--- config.mk ---
export PLATFORM = sky130hd
export DESIGN_NAME = pipe_stage_buf
export DESIGN_NICKNAME = d
export VERILOG_FILES = /design/src/rtl/pipe_pkg.sv /design/src/rtl/pipe_skid_slot.sv /design/src/rtl/pipe_stage_buf.sv
export SDC_FILE = /design/constraint.sdc
export NUM_CORES = 1
export LEC_CHECK = 0
export ABC_CLOCK_PERIOD_IN_PS = 1410
export CORE_UTILIZATION = 35
export CTS_BUF_LIST = sky130_fd_sc_hd__clkbuf_16
export CTS_CLUSTER_DIAMETER = 100
export DETAILED_ROUTE_END_ITERATION = 10
export PLACE_DENSITY = 0.8
export SLEW_MARGIN = 40
export SYNTH_ARGS = -nofsm -noshare
export SYNTH_HDL_FRONTEND = slang
export SYNTH_SLANG_ARGS = --single-unit
--- constraint.sdc ---
create_clock -name clk -period 1.41 [get_ports clk]
set_input_delay 0.141 -clock clk [delete_from_list [all_inputs] [get_ports clk]]
set_output_delay 0.141 -clock clk [all_outputs]
set_load 0.03 [all_outputs]
--- src/rtl/pipe_pkg.sv ---
// rtl/pipe_pkg.sv - shared control-field layout and safe reset constants for pipeline stage buffers
package pipe_pkg;

    // ID/EX control layout: RegWrite, MemToReg, MemWrite, MemRead, Branch, AluSrc, RegDst, AluOp[1:0]
    localparam int IDEX_CTRL_W  = 9;

    // EX/MEM control layout
    localparam int EXMEM_REGW     = 0;
    localparam int EXMEM_MEMTOREG = 1;
    localparam int EXMEM_MEMW     = 2;
    localparam int EXMEM_MEMR     = 3;
    localparam int EXMEM_BRANCH   = 4;
    localparam int EXMEM_ZERO     = 5;
    localparam int EXMEM_RD_LSB   = 6;
    localparam int EXMEM_RD_MSB   = 10;
    localparam int EXMEM_CTRL_W   = 11;

    // MEM/WB control layout: RegWrite, MemToReg, rd[4:0]
    localparam int MEMWB_CTRL_W = 7;

    // All-zero decodes as no register write, no memory access, no branch
    localparam logic [IDEX_CTRL_W-1:0]  IDEX_CTRL_RST  = '0;
    localparam logic [EXMEM_CTRL_W-1:0] EXMEM_CTRL_RST = '0;
    localparam logic [MEMWB_CTRL_W-1:0] MEMWB_CTRL_RST = '0;

endpackage

--- src/rtl/pipe_skid_slot.sv ---
// rtl/pipe_skid_slot.sv - single ctrl+data holding register with valid, used as the stage skid slot
//
// Ports:
//   clk, rst_n          clock, asynchronous active-low reset
//   flush               synchronous clear of the slot valid
//   loadEn              capture ctrlIn/dataIn and mark the slot full
//   unloadEn            slot contents consumed, mark the slot empty
//   ctrlIn, dataIn      beat to capture
//   slotValid           slot holds a beat (registered)
//   slotCtrl, slotData  held beat
module pipe_skid_slot
    import pipe_pkg::*;
#(
    parameter int                 DATA_W   = 96,
    parameter int                 CTRL_W   = EXMEM_CTRL_W,
    parameter logic [CTRL_W-1:0]  CTRL_RST = EXMEM_CTRL_RST
) (
    input  logic              clk,
    input  logic              rst_n,
    input  logic              flush,
    input  logic              loadEn,
    input  logic              unloadEn,
    input  logic [CTRL_W-1:0] ctrlIn,
    input  logic [DATA_W-1:0] dataIn,
    output logic              slotValid,
    output logic [CTRL_W-1:0] slotCtrl,
    output logic [DATA_W-1:0] slotData
);

    always_ff @(posedge clk or negedge rst_n) begin
        if (!rst_n) begin
            slotValid <= 1'b0;
            slotCtrl  <= CTRL_RST;
            slotData  <= '0;
        end else if (flush) begin
            slotValid <= 1'b0;
            slotCtrl  <= CTRL_RST;
        end else if (loadEn) begin
            slotValid <= 1'b1;
            slotCtrl  <= ctrlIn;
            slotData  <= dataIn;
        end else if (unloadEn) begin
            slotValid <= 1'b0;
            slotCtrl  <= CTRL_RST;
        end
    end

endmodule

--- src/rtl/pipe_stage_buf.sv ---
// rtl/pipe_stage_buf.sv - elastic pipeline-stage buffer with flush, stall hold and optional skid slot
//
// Build option: PIPE_STAGE_SKID_EN adds a skid slot (capacity 2, registered in_ready).
// Without it the stage is a single register with in_ready = ~out_valid | out_ready.
//
// Ports:
//   clk, rst_n                     clock, asynchronous active-low reset
//   flush                          synchronous discard of held and incoming beats
//   in_valid/in_ready              upstream handshake
//   in_ctrl, in_data               upstream beat
//   out_valid/out_ready            downstream handshake
//   out_ctrl, out_data             held beat; out_ctrl is CTRL_RST whenever empty
module pipe_stage_buf
    import pipe_pkg::*;
#(
    parameter int                 DATA_W   = 96,
    parameter int                 CTRL_W   = EXMEM_CTRL_W,
    parameter logic [CTRL_W-1:0]  CTRL_RST = EXMEM_CTRL_RST
) (
    input  logic              clk,
    input  logic              rst_n,
    input  logic              flush,
    input  logic              in_valid,
    output logic              in_ready,
    input  logic [CTRL_W-1:0] in_ctrl,
    input  logic [DATA_W-1:0] in_data,
    output logic              out_valid,
    input  logic              out_ready,
    output logic [CTRL_W-1:0] out_ctrl,
    output logic [DATA_W-1:0] out_data
);

    logic              mValid;
    logic [CTRL_W-1:0] mCtrl;
    logic [DATA_W-1:0] mData;

    logic              sValid;
    logic [CTRL_W-1:0] sCtrl;
    logic [DATA_W-1:0] sData;

    logic              inReady;
    logic              inXfer;
    logic              mFree;

    // M can take a new beat when empty or when its beat leaves this cycle
    assign mFree  = ~mValid | out_ready;
    assign inXfer = in_valid & inReady;

`ifdef PIPE_STAGE_SKID_EN
    logic skidLoad;
    logic skidUnload;

    // Ready depends only on registered state, so out_ready never reaches in_ready
    assign inReady    = ~sValid;
    // While S is full inReady is 0, so S only loads when M is full and stalled
    assign skidLoad   = inXfer & ~mFree;
    assign skidUnload = mFree & sValid;

    pipe_skid_slot #(
        .DATA_W   (DATA_W),
        .CTRL_W   (CTRL_W),
        .CTRL_RST (CTRL_RST)
    ) u_skid (
        .clk       (clk),
        .rst_n     (rst_n),
        .flush     (flush),
        .loadEn    (skidLoad),
        .unloadEn  (skidUnload),
        .ctrlIn    (in_ctrl),
        .dataIn    (in_data),
        .slotValid (sValid),
        .slotCtrl  (sCtrl),
        .slotData  (sData)
    );
`else
    assign inReady = mFree;
    assign sValid  = 1'b0;
    assign sCtrl   = CTRL_RST;
    assign sData   = '0;
`endif

    // Main register. The empty-state control value is stored, not muxed,
    // so out_ctrl comes straight from a flop.
    always_ff @(posedge clk or negedge rst_n) begin
        if (!rst_n) begin
            mValid <= 1'b0;
            mCtrl  <= CTRL_RST;
            mData  <= '0;
        end else if (flush) begin
            mValid <= 1'b0;
            mCtrl  <= CTRL_RST;
        end else if (mFree) begin
            if (sValid) begin
                // Older beat in S goes first to keep order
                mValid <= 1'b1;
                mCtrl  <= sCtrl;
                mData  <= sData;
            end else if (inXfer) begin
                mValid <= 1'b1;
                mCtrl  <= in_ctrl;
                mData  <= in_data;
            end else begin
                mValid <= 1'b0;
                mCtrl  <= CTRL_RST;
            end
        end
    end

    assign in_ready  = inReady;
    assign out_valid = mValid;
    assign out_ctrl  = mCtrl;
    assign out_data  = mData;

endmodule
==> results.yml <==
finish:
  layout-drive-gt1-share_pct: 24.2
  fin_area_mm2: 0.00702
  utilization_pct: 63.4
  nNetsFinal: 606
  n_antenna_cell: 0
  area_growth_pct: 72.6
yosys:
  synth_area_mm2: 0.00407
  synth_sequential_area_ratio_pct: 66.5
  synthCells: 256
  synth_nets: 368
  syn_area_per_cell_um2: 15.9
  ys_types: 15
  synth-seq-cells: 108
  synth-warning-count: 0
sta:
  finalCritPeriodShare_pct: 111
  max_freq_mhz: 639
  maxSlewViolCount: 0
  max_slew_margin_pct: 76.1
  period_needed_ns: 1.56
  finalWorstSetupSlack_ns: -0.154
  clock-skew-final_ns: 0.00260
  setup_viol: 96
  tightest_slew_ns: 0.360
  hold_viol: 0
  rsz0062_at_grt: "true"
detailed_routing:
  route.detailed.drc: 0
  post_drt_wl_per_cell_um: 17.3
  detail_route.iter0.violations: 121
  via_per_inst: 4.69
  drt_first_pass_iters: 4
  drt-total-wl_mm: 11.1
  ant_nets: 0
  vias: 2995
clock_network:
  clock_path_buffers: 2
  cts-root-buf: "clkbuf_16"
  cts_made_buffers: 9
  clkTransAtPathRegs_ns: 0.07
  cts.sinks: 108
  cts_tree: "yes"
  clock_latency_ns: 0.34
  htreeDepth: 3
grt:
  grt.total_usage_pct: 18.6
  grt_max_degree: 53
  grt_pass1_vias: 3232
  overflow: 0
  grt_pass1_wl_mm: 16.5
  grt_antenna_before_repair: 0
pwr:
  power_leakage_nw: 3.26
  peakVddDrop_uv: 993
  p_per_area_mw_per_mm2: 1340
  fin_total_pwr_mw: 9.39
flow_run:
  cap_violations: 0
worst_setup_path:
  end_kind: "flip-flop"
  crit_chain: "nor2b_4, nor3b_4, buf_6, buf_12, mux2_2"
  setup.worst_path.start_class: "flip-flop"
  cpPeakStageDelay_ns: 0.40
  path_class: "flip-flop to flip-flop"
  cp_num_buf_inv: 2
  critical-path-slowest-cell: "dfrtp_2"
  path_delay_family: "flip-flops"
  cp.arrival_ns: 1.80
  required_ns: 1.64
  cp_max_fo: 14
die:
  io_pins: 221
  start_util_pct: 36.7
  die_w_um: 110
  dieArea_mm2: 0.0121
  die_h_um: 110
  coreArea_mm2: 0.0111
  rows: 38
placement:
  place_ws_ns: -0.373
  dp.final_hpwl_mm: 7.97
  routabilityCongestion: 0.729
  dpl-instance-area_mm2: 0.00655
  port-buffer-count: 220
outcome:
  violations: "setup timing"
  status: "complete, but fails checks"
worst_hold_path:
  hold_path_class: "primary input to asynchronous set/reset pin"
-- state kept, by name, summed over array words and instances (netlist names) --
register,flops
out_data,96
out_valid,1
out_ctrl,11
-- per-stage QoR --
step | hold WS, ns | cells | TNS (ns)
after floorplan | -0.155 | 256 | -17.87
after global placement | 0.0118 | 619 | -29.39
after detailed placement | 0.0155 | 619 | -31.77
after global routing | 0.212 | 639 | -16.33
after CTS | 0.199 | 639 | -13.31
final | 0.215 | 639 | -11.85
-- per-layer routing --
layer / global-route usage (%) / vias up / share of wire (%)
li1: - / 1364 / -
met1: 19.5 / 1474 / 37
met2: 32.5 / 140 / 51
met3: 8.83 / 17 / 10
met4: 6.38 / 0 / 1.9
met5: 0 / - / 0
-- logic make-up after synthesis --
kind of cell    count (synthesis)  share of synthesized area (%)
buf+inv                        15                           2.37
flops                         108                           66.5
simple gates                   26                           3.23
compound gates                 11                           1.35
mux                            96                           26.6
-- power by group --
group	total (mW)	internal, mW	switching, mW
combinational	2.94	1.34	1.60
sequential	3.83	3.58	0.247
clock	2.61	1.53	1.08
total	9.39	6.46	2.93
-- final cells by class --
class / instances / area, um^2
fillers: 845 / 4060
flip-flops and latches: 108 / 2700
repair buffers: 241 / 2340
multi-input cells: 133 / 1490
clock buffers: 9 / 225
well taps: 140 / 175
clock inverters: 7 / 81.3
inverters: 1 / 3.75
-- cells in the final DEF, fill, tap and decap left out --
cell type,instances
a21oi_1,11
clkdlybuf4s50_1,110
mux2_2,25
clkinv_1,3
nor2_1,2
nor3b_4,1
nor2b_4,1
clkbuf_16,9
inv_1,1
buf_16,2
buf_12,5
dfrtp_2,1
clkinv_2,2
mux2_4,58
nand2_1,11
nand3_1,11
dfrtp_1,107
buf_6,5
dlygate4sd3_1,1
bufinv_16,2
buf_2,1
mux2_1,13
buf_4,9
dlygate4sd2_1,108
-- worst paths after layout --
kind | startpoint | end | slack [ns] | cells past startpoint
worst max-delay path | out_valid | out_data[11] | -0.15 | 5
worst min-delay path | rst_n | out_data[64] | 0.21 | 2
worst max register to register | out_valid | out_data[11] | -0.15 | 5
worst min register to register | out_data[88] | out_data[88] | 0.48 | 1
max in group asynchronous | rst_n | out_ctrl[10] | 0.65 | 3
min in group clk | in_ctrl[8] | out_ctrl[8] | 0.38 | 3
-- worst reg2reg max path: cells and delay by family, from the launching register on --
family	cells	cell delay [ns]
mux	1	0.35
flops	1	0.40
simple gates	2	0.35
buf+inv	2	0.35
-- cells in the mapped netlist --
library cell	instances	area, um^2
nor3b_4	1	18.8
mux2_1	40	450
buf_6	4	45.0
buf_2	5	25.0
inv_1	1	3.75
a21oi_1	11	55.1
nor2_1	2	7.51
buf_4	1	7.51
nand2_1	11	41.3
dfrtp_1	108	2700
nor2b_2	1	8.76
buf_1	1	3.75
clkbuf_1	3	11.3
mux2_2	56	631
nand3_1	11	55.1
-- timing repair --
item                                   4_1_cts  5_1_grt
pin swaps                                    1        0
setup endpoints to repair                  205       97
resized for setup                          162       16
hold buffers                                 1        0
endpoints found under the hold margin      108        0
gates cloned                                 2        0
buffers inserted                             2        0
(Power assumes the default switching activity.)
